==> config.mk <==
export PLATFORM = sky130hd
export DESIGN_NAME = pipeline_stall_ctrl
export DESIGN_NICKNAME = d
export VERILOG_FILES = /design/src/rtl/pipeline_stall_ctrl_pkg.sv /design/src/rtl/pipeline_stall_ctrl_load_use.sv /design/src/rtl/pipeline_stall_ctrl.sv
export SDC_FILE = /design/constraint.sdc
export NUM_CORES = 1
export LEC_CHECK = 0
export ABC_AREA = 0
export BUFFER_PORTS_ARGS = -buffer_cell sky130_fd_sc_hd__buf_2
export CELL_PAD_IN_SITES_DETAIL_PLACEMENT = 1
export CELL_PAD_IN_SITES_GLOBAL_PLACEMENT = 2
export CORE_UTILIZATION = 29
export DETAILED_ROUTE_END_ITERATION = 16
export GPL_TIMING_DRIVEN = 1
export PLACE_DENSITY = 0.89
export SLEW_MARGIN = 15
export SYNTH_ARGS = -nofsm -noshare
export SYNTH_HDL_FRONTEND = slang
export SYNTH_HIERARCHICAL = 1
export SYNTH_SLANG_ARGS = --single-unit
==> constraint.sdc <==
create_clock -name clk -period 3 [get_ports clk]
set_clock_uncertainty 0.1 [all_clocks]
set_input_delay 0.3 -clock clk [delete_from_list [all_inputs] [get_ports clk]]
set_output_delay 0.3 -clock clk [all_outputs]
set_load 0.01 [all_outputs]
==> src/rtl/pipeline_stall_ctrl_pkg.sv <==
// Shared types for the pipeline stall controller: FSM encoding and the
// bundle of buffer-control outputs, plus the canned output patterns.
package pipeline_stall_ctrl_pkg;

    typedef enum logic [1:0] {
        ST_RST_FLUSH = 2'd0,
        ST_RUN       = 2'd1,
        ST_MEM_WAIT  = 2'd2,
        ST_HALT_ERR  = 2'd3
    } state_t;

    localparam int MEM_TIMEOUT_DEF = 64;
    localparam int CNT_W_DEF       = 16;

    typedef struct packed {
        logic dmem_req;
        logic pc_en;
        logic ifid_en;
        logic ifid_flush;
        logic idex_en;
        logic idex_flush;
        logic exmem_en;
        logic memwb_en;
        logic memwb_bubble;
        logic timeout_err;
    } ctrl_t;

    //                                  req pc  ifid fl  idex fl  ex  mw  bub err
    localparam ctrl_t CTRL_RESET  = '{1'b0,1'b0,1'b0,1'b1,1'b0,1'b1,1'b0,1'b0,1'b1,1'b0};
    localparam ctrl_t CTRL_FLUSH  = '{1'b0,1'b0,1'b1,1'b1,1'b1,1'b1,1'b1,1'b1,1'b1,1'b0};
    localparam ctrl_t CTRL_RUN    = '{1'b0,1'b1,1'b1,1'b0,1'b1,1'b0,1'b1,1'b1,1'b0,1'b0};
    localparam ctrl_t CTRL_FREEZE = '{1'b1,1'b0,1'b0,1'b0,1'b0,1'b0,1'b0,1'b1,1'b1,1'b0};
    localparam ctrl_t CTRL_HALT   = '{1'b0,1'b0,1'b0,1'b0,1'b0,1'b0,1'b0,1'b0,1'b1,1'b1};

endpackage

==> src/rtl/pipeline_stall_ctrl_load_use.sv <==
// Load-use hazard compare: the load in EX writes a register the ID
// instruction is about to read. r0 never creates a dependency.
module load_use_detect (
    input  logic       idex_MemRead,
    input  logic [4:0] idex_rt,
    input  logic [4:0] ifid_rs,
    input  logic [4:0] ifid_rt,
    input  logic       ifid_uses_rt,
    output logic       hazard
);
    assign hazard = idex_MemRead && (idex_rt != 5'd0) &&
                    ((idex_rt == ifid_rs) || (ifid_uses_rt && (idex_rt == ifid_rt)));
endmodule

==> src/rtl/pipeline_stall_ctrl.sv <==
// Pipeline enable/flush sequencer: load-use bubbles, branch/jump squashes,
// data-memory wait freezes with timeout, and a saturating stall counter.
module pipeline_stall_ctrl
    import pipeline_stall_ctrl_pkg::*;
#(
    parameter int MEM_TIMEOUT = MEM_TIMEOUT_DEF,
    parameter int CNT_W       = CNT_W_DEF
) (
    input  logic             clk,
    input  logic             reset,
    input  logic [4:0]       ifid_rs,
    input  logic [4:0]       ifid_rt,
    input  logic             ifid_uses_rt,
    input  logic             idex_MemRead,
    input  logic [4:0]       idex_rt,
    input  logic             jump_id,
    input  logic             branch_taken,
    input  logic             exmem_MemRead,
    input  logic             exmem_MemWrite,
    input  logic             dmem_ready,
    output logic             dmem_req,
    output logic             pc_en,
    output logic             ifid_en,
    output logic             ifid_flush,
    output logic             idex_en,
    output logic             idex_flush,
    output logic             exmem_en,
    output logic             memwb_en,
    output logic             memwb_bubble,
    output logic             timeout_err,
    output logic [CNT_W-1:0] stall_cycles
);
    localparam int WAIT_W = $clog2(MEM_TIMEOUT + 1);
    localparam logic [WAIT_W-1:0] WAIT_MAX = WAIT_W'(MEM_TIMEOUT);

    state_t            state, state_nxt;
    logic [WAIT_W-1:0] wait_cnt, wait_nxt;
    ctrl_t             ctrl;
    logic              mem, hazard, stall_inc;

    assign mem = exmem_MemRead || exmem_MemWrite;

    load_use_detect u_lud (
        .idex_MemRead (idex_MemRead),
        .idex_rt      (idex_rt),
        .ifid_rs      (ifid_rs),
        .ifid_rt      (ifid_rt),
        .ifid_uses_rt (ifid_uses_rt),
        .hazard       (hazard)
    );

    // Stalls are only counted while the pipeline is live, not while flushing or halted.
    assign stall_inc = !ctrl.pc_en && ((state == ST_RUN) || (state == ST_MEM_WAIT));

    always_ff @(posedge clk) begin
        if (reset) begin
            state        <= ST_RST_FLUSH;
            wait_cnt     <= '0;
            stall_cycles <= '0;
        end else begin
            state    <= state_nxt;
            wait_cnt <= wait_nxt;
            if (stall_inc && (stall_cycles != {CNT_W{1'b1}}))
                stall_cycles <= stall_cycles + 1'b1;
        end
    end

    always_comb begin
        state_nxt = state;
        wait_nxt  = wait_cnt;
        case (state)
            ST_RST_FLUSH: begin
                state_nxt = ST_RUN;
                wait_nxt  = '0;
            end
            ST_RUN: if (mem && !dmem_ready) begin
                state_nxt = ST_MEM_WAIT;
                wait_nxt  = WAIT_W'(1);
            end
            ST_MEM_WAIT: begin
                if (dmem_ready)              state_nxt = ST_RUN;
                else if (wait_cnt == WAIT_MAX) state_nxt = ST_HALT_ERR;
                else                         wait_nxt  = wait_cnt + 1'b1;
            end
            default: state_nxt = ST_HALT_ERR;
        endcase
    end

    always_comb begin
        ctrl = CTRL_RUN;
        if (reset) begin
            ctrl = CTRL_RESET;
        end else begin
            case (state)
                ST_RST_FLUSH: ctrl = CTRL_FLUSH;
                ST_RUN: begin
                    if (mem && !dmem_ready) begin
                        ctrl = CTRL_FREEZE;
                    end else begin
                        ctrl.dmem_req = mem;
                        // A taken branch squashes ID, so a load-use there is moot.
                        if (branch_taken) begin
                            ctrl.ifid_flush = 1'b1;
                            ctrl.idex_flush = 1'b1;
                        end else if (hazard) begin
                            ctrl.pc_en      = 1'b0;
                            ctrl.ifid_en    = 1'b0;
                            ctrl.idex_flush = 1'b1;
                        end else if (jump_id) begin
                            ctrl.ifid_flush = 1'b1;
                        end
                    end
                end
                ST_MEM_WAIT: begin
                    if (dmem_ready) begin
                        ctrl          = CTRL_RUN;
                        ctrl.dmem_req = 1'b1;
                    end else begin
                        ctrl = CTRL_FREEZE;
                    end
                end
                default: ctrl = CTRL_HALT;
            endcase
        end
    end

    assign dmem_req     = ctrl.dmem_req;
    assign pc_en        = ctrl.pc_en;
    assign ifid_en      = ctrl.ifid_en;
    assign ifid_flush   = ctrl.ifid_flush;
    assign idex_en      = ctrl.idex_en;
    assign idex_flush   = ctrl.idex_flush;
    assign exmem_en     = ctrl.exmem_en;
    assign memwb_en     = ctrl.memwb_en;
    assign memwb_bubble = ctrl.memwb_bubble;
    assign timeout_err  = ctrl.timeout_err;

endmodule

==> results.toml <==
[synthesis]
synth.ff_latch_count = 25
yosys.area_share.simple = 0.284
synth_top_family_by_area = "simple AND/OR/NAND/NOR gates"
synth_cell_types = 47
synth_nets = 235
synth_xor_area_frac = 0.0775
synth_compound_area_frac = 0.204
syn_area_per_cell_um2 = 8.35
synth_warnings = 6
synth_area_leaders = "dfxtp_1, a21oi_1, ha_1"
synth.area.mux_share = 0.0185
postSynthCellCount = 203
synthFlopType = "dfxtp_1"
yosysSeqAreaShare = 0.295
synth_top_area_frac = 0.295
synth-adder-area-share = 0.0591
yosysTopAreaCell = "dfxtp_1"
synth_area_um2 = 1690
synth-async-reset-ratio = 0
synth_enable_flop_cells = 0

[timing]
setup_slack_ns = 0.490
slew_headroom = 0.585
period_needed_ns = 2.51
setup_violations = 0
max_freq_ghz = 0.398
min_period_over_period = 0.837
tightestPinTransition_ns = 0.623
finalSetupTns_ns = 0
drv_slew = 0
holdWs_ns = 0.380
rsz0062_at_grt = "false"
finalHoldViolations = 0

[floorplanning]
design.portCount = 50
num_rows = 27
initial_utilization = 0.304
die_height_um = 78.4
core_um2 = 5570
die_x_um = 78.4
die-area_um2 = 6150

[clock_network]
cts_tree = "done"
cts_setup_buffers = 0
insertion_delay_ns = 0.26
clk_pin_slew_ns = 0.09
clockRootBuffer = "clkbuf_8"
ctsResizeCount = 0
clkSinkCount = 25
cts_buffers = 3
htree_levels = 1
clockBufferDepth = 2
hold_buffers = 0

[cells_and_area]
utilization = 0.361
n_antenna_cell = 0
fin_nets = 280
multi_input_area_um2 = 1090
final_cell_mix = "buf_2, dfxtp_1, a21oi_1, nor2_1, or4_1"
syn2layout_area_growth_pct = 18.8
final_common_cell = "buf_2"
fillers = 694
seq_area_um2 = 500
drive_gt1_frac = 0.275

[worst_setup_path]
critical-path-top-delay-family = "simple AND/OR/NAND/NOR gates"
cp_common_cell = "buf_2"
crit_buf_inv = 2
startpoint_type = "input port"
cpPeakStageDelay_ns = 0.53
crit_fanout = 13
cp_data_required_time_ns = 2.60
arrival_ns = 2.11
endpoint_kind = "output pin"
cpMaxStageDelayCell = "or4_1"
critPathKind = "input port to output pin"
crit_chain = "buf_2 -> or4_1 -> o21ai_1 -> a21oi_1 -> nand2b_1 -> a32oi_2 -> nor2_2 -> a21o_2 -> buf_2"

[hold_path]
hp-class = "input port to flop"

[routing]
vias_per_cell = 5.09
ant_nets = 0
drcViolationCount = 0
finalWirelength_um = 4340
routedWlPerCell_um = 13.6
first_pass_iters = 4
vias = 1625
drt_iter0_drc = 35

[place]
place_hpwl_um = 3430
pre_cts_ws_ns = 0.310
numPortBuffers = 49
gp_congestion = 0.718

[power_and_ir_drop]
leakage_uw = 0.000796
pwr_density_cell_nw_per_um2 = 470
fin_total_pwr_uw = 945
peakVddDrop_mv = 0.228

[grt]
grt_pass1_vias = 1639
antenna_found_initial = 0
track_usage = 0.149
grt_max_degree = 28
overflow = 0
grt_pass1_wl_um = 7490

[outcome]
status = "complete, no violations"

[job]
drv_cap = 0
## per-layer routing
layer | track usage | vias to the layer above | wire length [um]
li1 | - | 829 | -
met1 | 0.189 | 766 | 2070
met2 | 0.267 | 26 | 2100
met3 | 0.0163 | 4 | 127
met4 | 0.0333 | 0 | 40
met5 | 0 | - | 0
## worst paths after layout
path                                  from                            end  cells past startpoint  slack, ns
max                             idex_rt[1]                        ifid_en                      9       0.49
min                                  reset   stall_cycles[1]$_SDFFE_PP0P_                      2       0.38
max reg2reg          state[0]$_SDFFE_PP0P_       wait_cnt[1]$_SDFFE_PP0P_                      6       0.65
min reg2reg  stall_cycles[14]$_SDFFE_PP0P_  stall_cycles[14]$_SDFFE_PP0P_                      2       0.42
## through the flow
stage	cells	instance area [um^2]
final	319	2010
after global placement	315	1970
after global routing	319	2010
after detailed placement	315	1970
after floorplan	203	1690
after CTS	319	2010
## cell families (layout without fill, tap and decap cells)
kind of cell             Yosys count  after routing
AO/OA/AOI/OAI                     51             51
XOR/XNOR                          15             15
adder cells (fa/ha/maj)            8              8
buffers and inverters             19             63
flip-flops                        25             25
multiplexers                       3              3
AND/OR/NAND/NOR                   82             82
## where the power goes
group          total (uW)  switching (uW)  internal, uW
clock network         197             103          94.8
registers             379            27.2           352
logic                 369             222           147
## synth_stat cells (2+ instances only)
cell type  number
a211oi_1        2
a21oi_1        20
and2_1          4
buf_2           3
buf_6           2
clkbuf_1        3
dfxtp_1        25
ha_1            8
inv_1           9
mux2i_1         2
nand2_1         6
nand2b_1        2
nand3_1        10
nand3b_1        2
nand4_1        11
nor2_1         13
nor2b_1         6
nor3_1          4
o21ai_0         8
o31ai_1        10
or2_2           2
or3_1           2
or4_1          12
xnor2_1         7
xor2_1          8
## registers in the layout (all words and copies together), names as in the netlist
signal	cells
stall_cycles	16
wait_cnt	7
state	2
## layout make-up
type / count / area share
Sequential cell: 25 / 0.249
Inverter: 9 / 0.0168
Tap cell: 72 / 0.0448
Multi-Input combinational cell: 159 / 0.542
Clock buffer: 4 / 0.0224
Timing Repair Buffer: 50 / 0.126
No activity file was read; power rests on OpenSTA's default activity.
